### src/rtl/muldiv_unit_pkg.sv
// Shared definitions for the iterative multiply/divide unit: op codes,
// FSM state encoding and the default datapath width.
package muldiv_unit_pkg;
    localparam int DEFAULT_WIDTH = 32;

    localparam logic [1:0] OP_MULTU = 2'b00;
    localparam logic [1:0] OP_MULT  = 2'b01;
    localparam logic [1:0] OP_DIVU  = 2'b10;
    localparam logic [1:0] OP_DIV   = 2'b11;

    localparam logic [1:0] ST_IDLE = 2'd0;
    localparam logic [1:0] ST_RUN  = 2'd1;
    localparam logic [1:0] ST_FIX  = 2'd2;

    function automatic logic op_is_div(input logic [1:0] op);
        return op[1];
    endfunction

    function automatic logic op_is_signed(input logic [1:0] op);
        return op[0];
    endfunction
endpackage

### src/rtl/muldiv_unit_if.sv
// Execute-stage bus between the controller and the multiply/divide unit.
// Handshake: start is taken only when busy=0; busy rises the cycle after acceptance, done pulses once when HI/LO hold the result.
interface muldiv_unit_if #(parameter int WIDTH = 32);
    logic             start;
    logic [1:0]       op;
    logic [WIDTH-1:0] a;
    logic [WIDTH-1:0] b;
    logic             hi_we;
    logic             lo_we;
    logic [WIDTH-1:0] wd;
    logic [WIDTH-1:0] hi;
    logic [WIDTH-1:0] lo;
    logic             busy;
    logic             done;
    logic [1:0]       dbg_state;

    modport master (
        output start, op, a, b, hi_we, lo_we, wd,
        input  hi, lo, busy, done, dbg_state
    );

    modport slave (
        input  start, op, a, b, hi_we, lo_we, wd,
        output hi, lo, busy, done, dbg_state
    );
endinterface

### src/rtl/muldiv_unit_step.sv
// One combinational iteration: shift-add for multiply on {acc, multiplier},
// restoring shift-subtract for divide on {rem, quotient}.
module muldiv_step #(
    parameter int WIDTH = 32
) (
    input  logic             is_div,
    input  logic [WIDTH-1:0] upper,
    input  logic [WIDTH-1:0] lower,
    input  logic [WIDTH-1:0] operand,
    output logic [WIDTH-1:0] upper_nx,
    output logic [WIDTH-1:0] lower_nx
);
    logic [WIDTH:0] sum;
    logic [WIDTH:0] sh;
    logic [WIDTH:0] trial;

    always_comb begin
        sum      = '0;
        sh       = '0;
        trial    = '0;
        upper_nx = upper;
        lower_nx = lower;
        if (is_div) begin
            sh    = {upper, lower[WIDTH-1]};
            trial = sh - {1'b0, operand};
            // A clear sign bit means the divisor fits: keep the difference, quotient bit 1.
            if (!trial[WIDTH]) begin
                upper_nx = trial[WIDTH-1:0];
                lower_nx = {lower[WIDTH-2:0], 1'b1};
            end else begin
                upper_nx = sh[WIDTH-1:0];
                lower_nx = {lower[WIDTH-2:0], 1'b0};
            end
        end else begin
            sum      = lower[0] ? ({1'b0, upper} + {1'b0, operand}) : {1'b0, upper};
            upper_nx = sum[WIDTH:1];
            lower_nx = {sum[0], lower[WIDTH-1:1]};
        end
    end
endmodule

### src/rtl/muldiv_unit.sv
// Iterative MULT/MULTU/DIV/DIVU unit with architectural HI/LO registers.
// Works on magnitudes for WIDTH cycles, then applies signs in FIX.
module muldiv_unit
    import muldiv_unit_pkg::*;
#(
    parameter int WIDTH = DEFAULT_WIDTH
) (
    input  logic         clk,
    input  logic         reset,
    muldiv_unit_if.slave bus
);
    localparam int CNT_W = $clog2(WIDTH + 1);
    localparam int PW    = 2 * WIDTH;

    logic [1:0]       state_q, state_d;
    logic [1:0]       op_q, op_d;
    logic [WIDTH-1:0] upper_q, upper_d;
    logic [WIDTH-1:0] lower_q, lower_d;
    logic [WIDTH-1:0] operand_q, operand_d;
    logic [CNT_W-1:0] count_q, count_d;
    logic             neg_q, neg_d;
    logic             neg_rem_q, neg_rem_d;
    logic             bzero_q, bzero_d;
    logic [WIDTH-1:0] hi_q, hi_d;
    logic [WIDTH-1:0] lo_q, lo_d;
    logic             busy_q, busy_d;
    logic             done_q, done_d;

    logic             sa, sb;
    logic [WIDTH-1:0] mag_a, mag_b;
    logic [WIDTH-1:0] step_upper, step_lower;
    logic [PW-1:0]    prod, prod_s;
    logic [WIDTH-1:0] quo_s, rem_s;

    muldiv_step #(.WIDTH(WIDTH)) u_step (
        .is_div   (op_is_div(op_q)),
        .upper    (upper_q),
        .lower    (lower_q),
        .operand  (operand_q),
        .upper_nx (step_upper),
        .lower_nx (step_lower)
    );

    assign sa    = op_is_signed(bus.op) & bus.a[WIDTH-1];
    assign sb    = op_is_signed(bus.op) & bus.b[WIDTH-1];
    assign mag_a = sa ? (~bus.a + WIDTH'(1)) : bus.a;
    assign mag_b = sb ? (~bus.b + WIDTH'(1)) : bus.b;

    assign prod   = {upper_q, lower_q};
    assign prod_s = neg_q ? (~prod + PW'(1)) : prod;
    assign quo_s  = neg_q ? (~lower_q + WIDTH'(1)) : lower_q;
    // Divide by zero leaves the dividend magnitude in rem, so the signed remainder is the raw a.
    assign rem_s  = neg_rem_q ? (~upper_q + WIDTH'(1)) : upper_q;

    always_comb begin
        state_d   = state_q;
        op_d      = op_q;
        upper_d   = upper_q;
        lower_d   = lower_q;
        operand_d = operand_q;
        count_d   = count_q;
        neg_d     = neg_q;
        neg_rem_d = neg_rem_q;
        bzero_d   = bzero_q;
        hi_d      = hi_q;
        lo_d      = lo_q;
        case (state_q)
            ST_IDLE: begin
                if (bus.start) begin
                    op_d      = bus.op;
                    upper_d   = '0;
                    lower_d   = op_is_div(bus.op) ? mag_a : mag_b;
                    operand_d = op_is_div(bus.op) ? mag_b : mag_a;
                    neg_d     = sa ^ sb;
                    neg_rem_d = sa;
                    bzero_d   = (bus.b == '0);
                    count_d   = '0;
                    state_d   = ST_RUN;
                end else begin
                    if (bus.hi_we) hi_d = bus.wd;
                    if (bus.lo_we) lo_d = bus.wd;
                end
            end
            ST_RUN: begin
                upper_d = step_upper;
                lower_d = step_lower;
                count_d = count_q + CNT_W'(1);
                if (count_q == CNT_W'(WIDTH - 1)) state_d = ST_FIX;
            end
            ST_FIX: begin
                if (op_is_div(op_q)) begin
                    lo_d = bzero_q ? '1 : quo_s;
                    hi_d = rem_s;
                end else begin
                    hi_d = prod_s[PW-1:WIDTH];
                    lo_d = prod_s[WIDTH-1:0];
                end
                state_d = ST_IDLE;
            end
            default: state_d = ST_IDLE;
        endcase
        busy_d = (state_d != ST_IDLE);
        done_d = (state_q == ST_FIX);
    end

    always_ff @(posedge clk or posedge reset) begin
        if (reset) begin
            state_q   <= ST_IDLE;
            op_q      <= OP_MULTU;
            upper_q   <= '0;
            lower_q   <= '0;
            operand_q <= '0;
            count_q   <= '0;
            neg_q     <= 1'b0;
            neg_rem_q <= 1'b0;
            bzero_q   <= 1'b0;
            hi_q      <= '0;
            lo_q      <= '0;
            busy_q    <= 1'b0;
            done_q    <= 1'b0;
        end else begin
            state_q   <= state_d;
            op_q      <= op_d;
            upper_q   <= upper_d;
            lower_q   <= lower_d;
            operand_q <= operand_d;
            count_q   <= count_d;
            neg_q     <= neg_d;
            neg_rem_q <= neg_rem_d;
            bzero_q   <= bzero_d;
            hi_q      <= hi_d;
            lo_q      <= lo_d;
            busy_q    <= busy_d;
            done_q    <= done_d;
        end
    end

    assign bus.hi        = hi_q;
    assign bus.lo        = lo_q;
    assign bus.busy      = busy_q;
    assign bus.done      = done_q;
    assign bus.dbg_state = state_q;
endmodule

### src/flat_wrapper.sv
// flat-port wrapper written by rule: the top's interface ports become plain ports
module muldiv_unit_flat import muldiv_unit_pkg::*;
#(
    parameter int WIDTH = DEFAULT_WIDTH
)
  (clk, reset, bus_start, bus_op, bus_a, bus_b, bus_hi_we, bus_lo_we, bus_wd, bus_hi, bus_lo, bus_busy, bus_done, bus_dbg_state);
  muldiv_unit_if #(.WIDTH(WIDTH)) bus_i ();
  input  logic clk;
  input  logic reset;
  input wire logic [$bits(bus_i.start)-1:0] bus_start;
  input wire logic [$bits(bus_i.op)-1:0] bus_op;
  input wire logic [$bits(bus_i.a)-1:0] bus_a;
  input wire logic [$bits(bus_i.b)-1:0] bus_b;
  input wire logic [$bits(bus_i.hi_we)-1:0] bus_hi_we;
  input wire logic [$bits(bus_i.lo_we)-1:0] bus_lo_we;
  input wire logic [$bits(bus_i.wd)-1:0] bus_wd;
  output wire logic [$bits(bus_i.hi)-1:0] bus_hi;
  output wire logic [$bits(bus_i.lo)-1:0] bus_lo;
  output wire logic [$bits(bus_i.busy)-1:0] bus_busy;
  output wire logic [$bits(bus_i.done)-1:0] bus_done;
  output wire logic [$bits(bus_i.dbg_state)-1:0] bus_dbg_state;
  assign bus_i.start = bus_start;
  assign bus_i.op = bus_op;
  assign bus_i.a = bus_a;
  assign bus_i.b = bus_b;
  assign bus_i.hi_we = bus_hi_we;
  assign bus_i.lo_we = bus_lo_we;
  assign bus_i.wd = bus_wd;
  assign bus_hi = bus_i.hi;
  assign bus_lo = bus_i.lo;
  assign bus_busy = bus_i.busy;
  assign bus_done = bus_i.done;
  assign bus_dbg_state = bus_i.dbg_state;
  muldiv_unit #(.WIDTH(WIDTH)) u_core (.clk(clk), .reset(reset), .bus(bus_i));
endmodule
### config.mk
export PLATFORM = sky130hd
export DESIGN_NAME = muldiv_unit_flat
export DESIGN_NICKNAME = d
export VERILOG_FILES = /design/src/rtl/muldiv_unit_pkg.sv /design/src/rtl/muldiv_unit_if.sv /design/src/rtl/muldiv_unit_step.sv /design/src/rtl/muldiv_unit.sv /design/src/flat_wrapper.sv
export SDC_FILE = /design/constraint.sdc
export NUM_CORES = 1
export LEC_CHECK = 0
export CORE_ASPECT_RATIO = 0.9
export CORE_MARGIN = 2
export CORE_UTILIZATION = 40
export DETAILED_ROUTE_END_ITERATION = 10
export PLACE_DENSITY = 0.66
export SYNTH_ARGS = -nofsm -noshare
export SYNTH_HDL_FRONTEND = slang
export SYNTH_HIERARCHICAL = 1
export SYNTH_SLANG_ARGS = --single-unit
### constraint.sdc
create_clock -name clk -period 16.04 [get_ports clk]
set_input_delay 3.208 -clock clk [delete_from_list [all_inputs] [get_ports clk]]
set_output_delay 3.208 -clock clk [all_outputs]
set_load 0.02 [all_outputs]
# Yosys cells after proc, flatten, opt, wreduce, memory -nomap -nowiden
# Cells that the tools add are included.
# word_totals
regBits	175
input_bits	103
output_inout_bits	68
elab_cells	75
# op_classes
addsub	8
eq_ne	7
muxes	30
bitwise	8
n_reduce_logical	9
# op_table
operator	count
2-to-1 mux 32 bit	18
case mux 32 bit (2 select lines)	4
adder 32 x 1 -> 32 bit (second input constant)	4
inverter 32 bit	4
adder 64 x 1 -> 64 bit (second input constant)	1
2-to-1 mux 64 bit	1
inverter 64 bit	1
adder 32 x 32 -> 33 bit	1
2-to-1 mux 33 bit	1
subtractor 33 x 32 -> 33 bit	1
zero test 32 bit	1
case mux 6 bit (2 select lines)	1
inequality test 2 bit (second input constant)	4
adder 6 x 1 -> 6 bit (second input constant)	1
== test 6 x 5 -> 1 bit (second input constant)	1
2-to-1 mux 6 bit	1
AND reduction 3 bit	2
nonzero test 2 bit	3
2-to-1 mux 2 bit	2
case mux 2 bit (2 select lines)	1
AND reduction 2 bit	2
bitwise AND 1 bit	2
== test 2 x 1 -> 1 bit (second input constant)	1
== test 2 bit (second input constant)	1
3 further kinds	3

# Longest topological paths before layout
# Gate-level depths: netlist of run 1.
# depth
word_depth	6
ltp_mapped	17
mapped_depth_nobuf	15

# By module
# Netlist of run 1, hierarchy kept.
# by_module_without_submodules
module	instances	cells_each	area_each_um2	seq_area_each_um2
muldiv_unit	1	1234	10739.0	4354.2
muldiv_step	1	690	4720.8	0.0

# Worst setup path before layout of run 1
# OpenSTA, ideal clock, no wires.
# synth_path
kind	input-to-reg
from	in bus_b[11]
to	reg u_core.operand_q[20]
setup_time_ps	126
t_arrival_ps	5097
required_time_ps	15914
slack_ps	10817
cell_stages	7
path_buffers	1
cell_sequence	or4_1 -> or4_1 -> clkbuf_1 -> o31ai_1 -> xor2_1 -> nor2_1 -> a221o_1
# synth_via
elab_chain_len	4
# synth_lines
element	line	text
from (decl)	flat_wrapper.sv:13	input wire logic [$bits(bus_i.b)-1:0] bus_b;
inverter 32 bit	muldiv_unit.sv:47	assign mag_b = sb ? (~bus.b + WIDTH'(1)) : bus.b;
adder 32 x 1 -> 32 bit	muldiv_unit.sv:47	
2-to-1 mux 32 bit	muldiv_unit.sv:47	
2-to-1 mux 32 bit	muldiv_unit.sv:73	operand_d = op_is_div(bus.op) ? mag_b : mag_a;
to (signal assigned)	muldiv_unit.sv:126	operand_q <= operand_d;
to (decl)	muldiv_unit.sv:19	logic [WIDTH-1:0] operand_q, operand_d;
# Every way passes these cells.
# A chain may end at the register's enable or synchronous reset.

# Worst setup path in the final report of run 1
# layout_path
from	in bus_start
to	reg u_core.operand_q[17]
# layout_via
elab_chain_len	1
# layout_lines
element	line	text
from (decl)	flat_wrapper.sv:10	input wire logic [$bits(bus_i.start)-1:0] bus_start;
AND reduction 2 bit (no line)	-	
# Every way passes these cells.

==> impl_results.md, run 1 <==
* Power Dens Cells at 252.2 nW/um^2
* Sw Pwr at 2.332 mW
* CTS Sinks at 174
* Initial antenna violation count at 1
* Clk slew on worst S/H paths at 0.07 ns
* CP most frequent cell: nor2_1
* Most common cell after layout, fill and taps aside: dfrtp_1
* First-pass GRT wire length at 88.76 mm
* Setup Fix Bufs, Post-CTS at 0
* Peak supply drop at 0.09542 mV
* DRT Wirelength at 58.28 mm
* Synth Warn # at 6
* Vias in the first global route at 14,550
* Syn_area_per_cell at 8.035 sq um
* WP buf/inv at 2
* DR vias at 15,890
* Area grow syn2layout at 16.80%
* F_max at 165.7 MHz
* Die area at 40,240 sq um
* Clk buf depth at 2
* Worst endpoint required time at 16.38 ns
* Die Ht at 190.5 um
* EDFF count, synth at 0
* Number of hold violations in the final report at 0
* Setup crit start kind: input pin
* CP Max Fanout at 68
* Hpwl dp at 44.63 mm
* RSZ-0062 raised after global routing: false
* Total GRT Usage at 28.55%
* Final hold slack at 0.4851 ns
* Initial Utilization at 40.47%
* Pint at 2.223 mW
* TritonCTS clock tree: yes
* Core area at 38,200 sq um
* Commonest cells after routing, fill and taps aside: dfrtp_1 (173), clkdlybuf4s50_1 (169), nand2_1 (168), a21oi_1 (168), nor2_1 (138)
* Syn_nets at 2,098
* Slowest-stage cell, CP: nor2_1
* Hold worst-path end: u_core/bus.lo[8]
* WP data arrival at 6.37 ns
* Via density at 6.304
* DR WL/cell at 23.13 um
* Layout cells sized above 1 at 5.816%
* CP Cell Sequence: clkdlybuf4s50_1 > nor2_1 > or2_2 > buf_4 > nor2_1 > nand2_1 > o221ai_1
* Fin. max-slew vios at 0
* Ports at 171
* Max incr delay on CP at 0.79 ns
* DRC at 0
* Final net count at 2,190
* FP Rows at 68
* WS Path Type: input pin to flop
* PostCTS Resize Cnt at 0
* Setup Skew at 0.01160 ns
* Clk pwr share at 9.3%
* Hold Crit Depth at 2
* Largest net degree at the start of global routing at 98
* Synth cell types at 92
* H-tree Lvls at 4
* Fin crit share at 37.63%
* Hold_buf cts at 0
* Tightest Pin Transition at 1.158 ns
* Most area-consuming cells after synthesis: dfrtp_1 (28%), xnor2_1 (5.7%), ha_1 (5.6%), a21oi_1 (5.4%), nand2_1 (4.1%)
* Min-delay src: u_core/bus.lo[8]
* IO Port Bufs at 170
* Final setup vio count at 0
* MaxCap Viol Count at 0
* Leakage at 7.101 nW
* Comb power frac at 67.7%
* Post-layout min period at 6.036 ns
* Drt first pass iters at 7
* Setup TNS at 0 ns
* Worst r2r path cells at 15
* Fill cells at 3,777
* RD Place Congestion at 0.9267
* Post-Syn Area at 15,460 sq um
* Die W at 211.2 um
* Synth Instances at 1,924
* Worst rel slew slack at 22.52%
* Placed Cells at 2,487
* Cell family with most CP delay: simple AND/OR/NAND/NOR gates
* R2R Setup Slk at 11.02 ns
* Ys flop type: dfrtp_1
* Initial DRC count at 1,858
* Finished Layout Cells at 2,520
* Crit end category: flop
* Flop pwr share at 23.0%
* Yosys top cell area share at 28.16%
* Reg2reg start: u_core/lower_q[31]
* Hold crit path type: flop to flop
* Clock insertion delay at the later pin of the skew report at 0.45 ns
* Routed Antenna Nets at 0
* Synthesized flop and latch total at 174
* Total grt overflow at 0
* Fraction of registers with async set/reset at 100.0%
* Root Driver: clkbuf_16
* CTS Buf Count at 17
* Net Sw Frac at 51.20%
* RR Endpoint: u_core/upper_q[25]
* Sequential area share after synthesis at 28.16%
* Status: completed
* Area leader, netlist: dfrtp_1
-- worst min-delay path, delay by kind of cell, from the launching register on --
family             cells  cell delay, ns
DFF                    1            0.35
and+or+nand+nor        1            0.05
AOI/OAI and AO/OA      1            0.06
-- kinds of logic after synthesis --
kind of cell,synth area share [%]
compound gates,28.78
xor+xnor,9.064
fa+ha+maj,5.843
buf+inv,4.565
flops,28.16
mux,4.856
simple gates,18.73
-- sequential cells by signal, summed over array words and instances, names as in the netlist, 2 cells and up --
name / cells
u_core/bus.hi: 32
u_core/bus.lo: 32
u_core/lower_q: 32
u_core/count_q: 6
u_core/operand_q: 32
u_core/bus.dbg_state: 2
u_core/upper_q: 32
-- layout make-up --
class / count / area, sq um / area share, %
multi-input combinational: 1570 / 10420 / 57.71
clock buffer: 18 / 439.2 / 2.432
sequential: 174 / 4358 / 24.13
inverter: 66 / 252.7 / 1.400
timing repair buffer: 187 / 1824 / 10.10
antenna: 1 / 2.502 / 0.01386
clock inverter: 14 / 146.4 / 0.8107
tap: 490 / 613.1 / 3.395
-- metal layers --
metal,global-route usage (%),wire length (um),vias up
li1,-,-,7350
met1,41.76,26560,7686
met3,4.134,4519,91
met5,0,0,-
met4,7.313,1382,0
met2,43.95,25810,758
-- per-stage QoR --
stage          utilization [%]  power, mW  setup WS (ns)  instance area [sq um]
2_1_floorplan                -      3.161          8.115                  15460
3_3_place_gp             45.73      4.026          9.613                  17470
3_5_place_dp             45.73      4.064          9.604                  17470
4_1_cts                  47.26      4.503          10.07                  18050
5_1_grt                  47.26      4.894          9.757                  18050
6_report                 47.27      4.555          10.00                  18060
-- Yosys cell counts, drive strengths merged, types with 25 or more instances --
| cell | n |
|---|---|
| nand3 | 39 |
| mux2 | 32 |
| o22ai | 46 |
| a31oi | 28 |
| o21ai | 162 |
| nand2b | 25 |
| a211oi | 38 |
| xor2 | 59 |
| o31ai | 26 |
| nand2 | 169 |
| nor2b | 32 |
| xnor2 | 101 |
| nor3 | 47 |
| a22oi | 33 |
| ha | 69 |
| clkbuf | 94 |
| inv | 65 |
| dfrtp | 174 |
| nor2 | 138 |
| a21oi | 170 |
| a22o | 34 |
| mux2i | 39 |
-- worst max path at each step --
stage | cells after the start | slack (ns) | endpoint | start
finish | 7 | 10.00 | u_core/operand_q[17] | bus_start
global route | 10 | 9.76 | u_core/lower_q[25] | bus_start
CTS | 10 | 10.07 | u_core/lower_q[25] | bus_start
detailed placement | 10 | 9.60 | u_core/lower_q[25] | bus_start
global placement | 10 | 9.61 | u_core/lower_q[25] | bus_start
floorplan | 1 | 8.12 | u_core/bus.busy | reset
-- power groups by stage --
stage	Sequential (mW)	Combinational (mW)	Clock, mW
finish	1.05	3.08	0.423
global route	1.07	3.38	0.447
CTS	1.03	3.04	0.429
detailed placement	1.04	3.02	0
global placement	1.04	2.99	0
floorplan	0.969	2.19	0
No activity file was read; power rests on OpenSTA's default activity.
==> run 2: changes to the inputs <==
Clock period 16.04 ns to 6 ns, I/O delays scaled along.
==> run 2 against run 1 <==
- via count decreased by 0.19%
- highest routed layer is now met5
- die area unchanged
- cell area about the same
- critical endpoint is now u_core/upper_q[17]
- sequential share of layout area is essentially flat
- power rose to 2.7 times the previous value
- global-route usage is 0.23 points lower
- worst hold slack worse by 0.0089 ns
- largest cell class unchanged
==> impl_results.md, run 2 (same netlist as run 1, synthesis figures left out) <==
* Status: completed
* Power Dens Cells at 674.9 nW/um^2
* Diode count at 0
* Die Ht at 190.5 um
* GR Util met3 at 4.249%
* WP data arrival at 4.75 ns
* Die area at 40,240 sq um
* Core area at 38,200 sq um
* Hold Crit Depth at 1
* F_max at 226.8 MHz
* Hold crit path type: flop to flop
* DR WL/cell at 22.81 um
* Clock insertion delay at the later pin of the skew report at 0.45 ns
* Layout cells sized above 1 at 5.906%
* Met2 Use GR at 42.17%
* CP most frequent cell: mux2i_1
* Worst endpoint required time at 6.35 ns
* First-pass GRT wire length at 88.36 mm
* Hold worst-path end: u_core/count_q[5]
* Number of hold violations in the final report at 0
* DP Area at 17,490 sq um
* Most common cell after layout, fill and taps aside: dfrtp_1
* Hpwl dp at 44.21 mm
* Fin. max-slew vios at 0
* Gr busiest metal: met2
* Peak supply drop at 0.3206 mV
* WP buf/inv at 2
* MaxCap Viol Count at 0
* CTS Buf Count at 17
* Root Driver: clkbuf_16
* IO Port Bufs at 170
* RR Endpoint: u_core/upper_q[17]
* Finished Cell Area at 18,070 sq um
* RD Place Congestion at 1.019
* Initial DRC count at 1,679
* Slowest-stage cell, CP: mux2i_1
* FP Rows at 68
* DR vias at 15,860
* R2R Setup Slk at 1.59 ns
* Tightest Pin Transition at 1.238 ns
* Hold_buf cts at 0
* Initial Utilization at 40.47%
* Final hold slack at 0.4761 ns
* Finished Layout Cells at 2,522
* Total grt overflow at 0
* Min-delay src: u_core/count_q[5]
* CTS Sinks at 174
* Max incr delay on CP at 0.56 ns
* Reg2reg start: u_core/lower_q[31]
* Via density at 6.287
* Initial antenna violation count at 1
* Met1 Usage GRT at 41.68%
* Cell family with most CP delay: compound AO/OA/AOI/OAI gates
* Setup TNS at 0 ns
* Drt first pass iters at 7
* Worst rel slew slack at 17.19%
* Routed Antenna Nets at 0
* Final setup vio count at 0
* Crit end category: flop
* Vias in the first global route at 14,740
* Largest net degree at the start of global routing at 88
* Die W at 211.2 um
* Ports at 171
* Setup Skew at 0.01347 ns
* Clk slew on worst S/H paths at 0.08 ns
* Final net count at 2,193
* CP Max Fanout at 21
* Fin crit share at 73.50%
* Clk buf depth at 2
* WS Path Type: flop to flop
* RSZ-0062 raised after global routing: false
* Placed Cells at 2,490
* DRC at 0
* PostCTS Resize Cnt at 0
* Leakage at 7.106 nW
* Post-layout min period at 4.410 ns
* Area grow syn2layout at 16.88%
* Setup Fix Bufs, Post-CTS at 0
* Worst r2r path cells at 15
* Setup crit start kind: flop
* Commonest cells after routing, fill and taps aside: dfrtp_1 (173), clkdlybuf4s50_1 (169), nand2_1 (168), a21oi_1 (168), nor2_1 (138)
* H-tree Lvls at 4
* Total GRT Usage at 28.32%
* TritonCTS clock tree: yes
* CP Cell Sequence: inv_1 > ha_1 > fa_1 > nand2b_1 > a21oi_1 > a2111oi_0 > o21a_1 > nor3_2 > o211ai_1 > mux2i_1 > and2_1 > buf_4 > mux2i_1 > a22oi_1 > a22o_1
* DRT Wirelength at 57.53 mm
## run 2: area by class of cell
cell class	count	area (sq um)
clock buffers	18	429.2
clock inverters	14	148.9
fillers	3798	20130
inverters	66	252.7
multi-input cells	1570	10420
flip-flops and latches	174	4358
well taps	490	613.1
repair buffers	190	1847
## run 2: through the flow
step                      setup WS (ns)  utilization [%]  power [mW]
after floorplan                 0.08315                -       8.450
after global placement            1.855            45.79       10.75
after detailed placement          1.677            45.79       10.87
after CTS                         1.657            47.30       12.04
after global routing              1.274            47.30       13.08
final                             1.590            47.30       12.20
## run 2: layer usage
layer | share of wire [%] | wire [um]
met3 | 7.8 | 4463
met5 | 0.014 | 8
met1 | 46 | 26450
met2 | 43 | 24910
met4 | 2.9 | 1692
## run 2: worst max path at each step
stage | end | start | cells after the start | slack [ns]
after floorplan | u_core/bus.busy | reset | 1 | 0.08
after global placement | u_core/upper_q[17] | u_core/lower_q[31] | 15 | 1.86
after detailed placement | u_core/upper_q[17] | u_core/lower_q[31] | 15 | 1.68
after CTS | u_core/upper_q[17] | u_core/lower_q[31] | 15 | 1.66
after global routing | u_core/upper_q[17] | u_core/lower_q[31] | 15 | 1.27
final | u_core/upper_q[17] | u_core/lower_q[31] | 15 | 1.59
## run 2: report_power, final
group | switching, mW | total (mW) | leakage [nW] | internal (mW)
sequential | 1.09 | 2.84 | 2.12 | 1.76
combinational | 4.59 | 8.22 | 4.72 | 3.62
clock | 0.548 | 1.14 | 0.272 | 0.589
total | 6.23 | 12.2 | 7.11 | 5.97
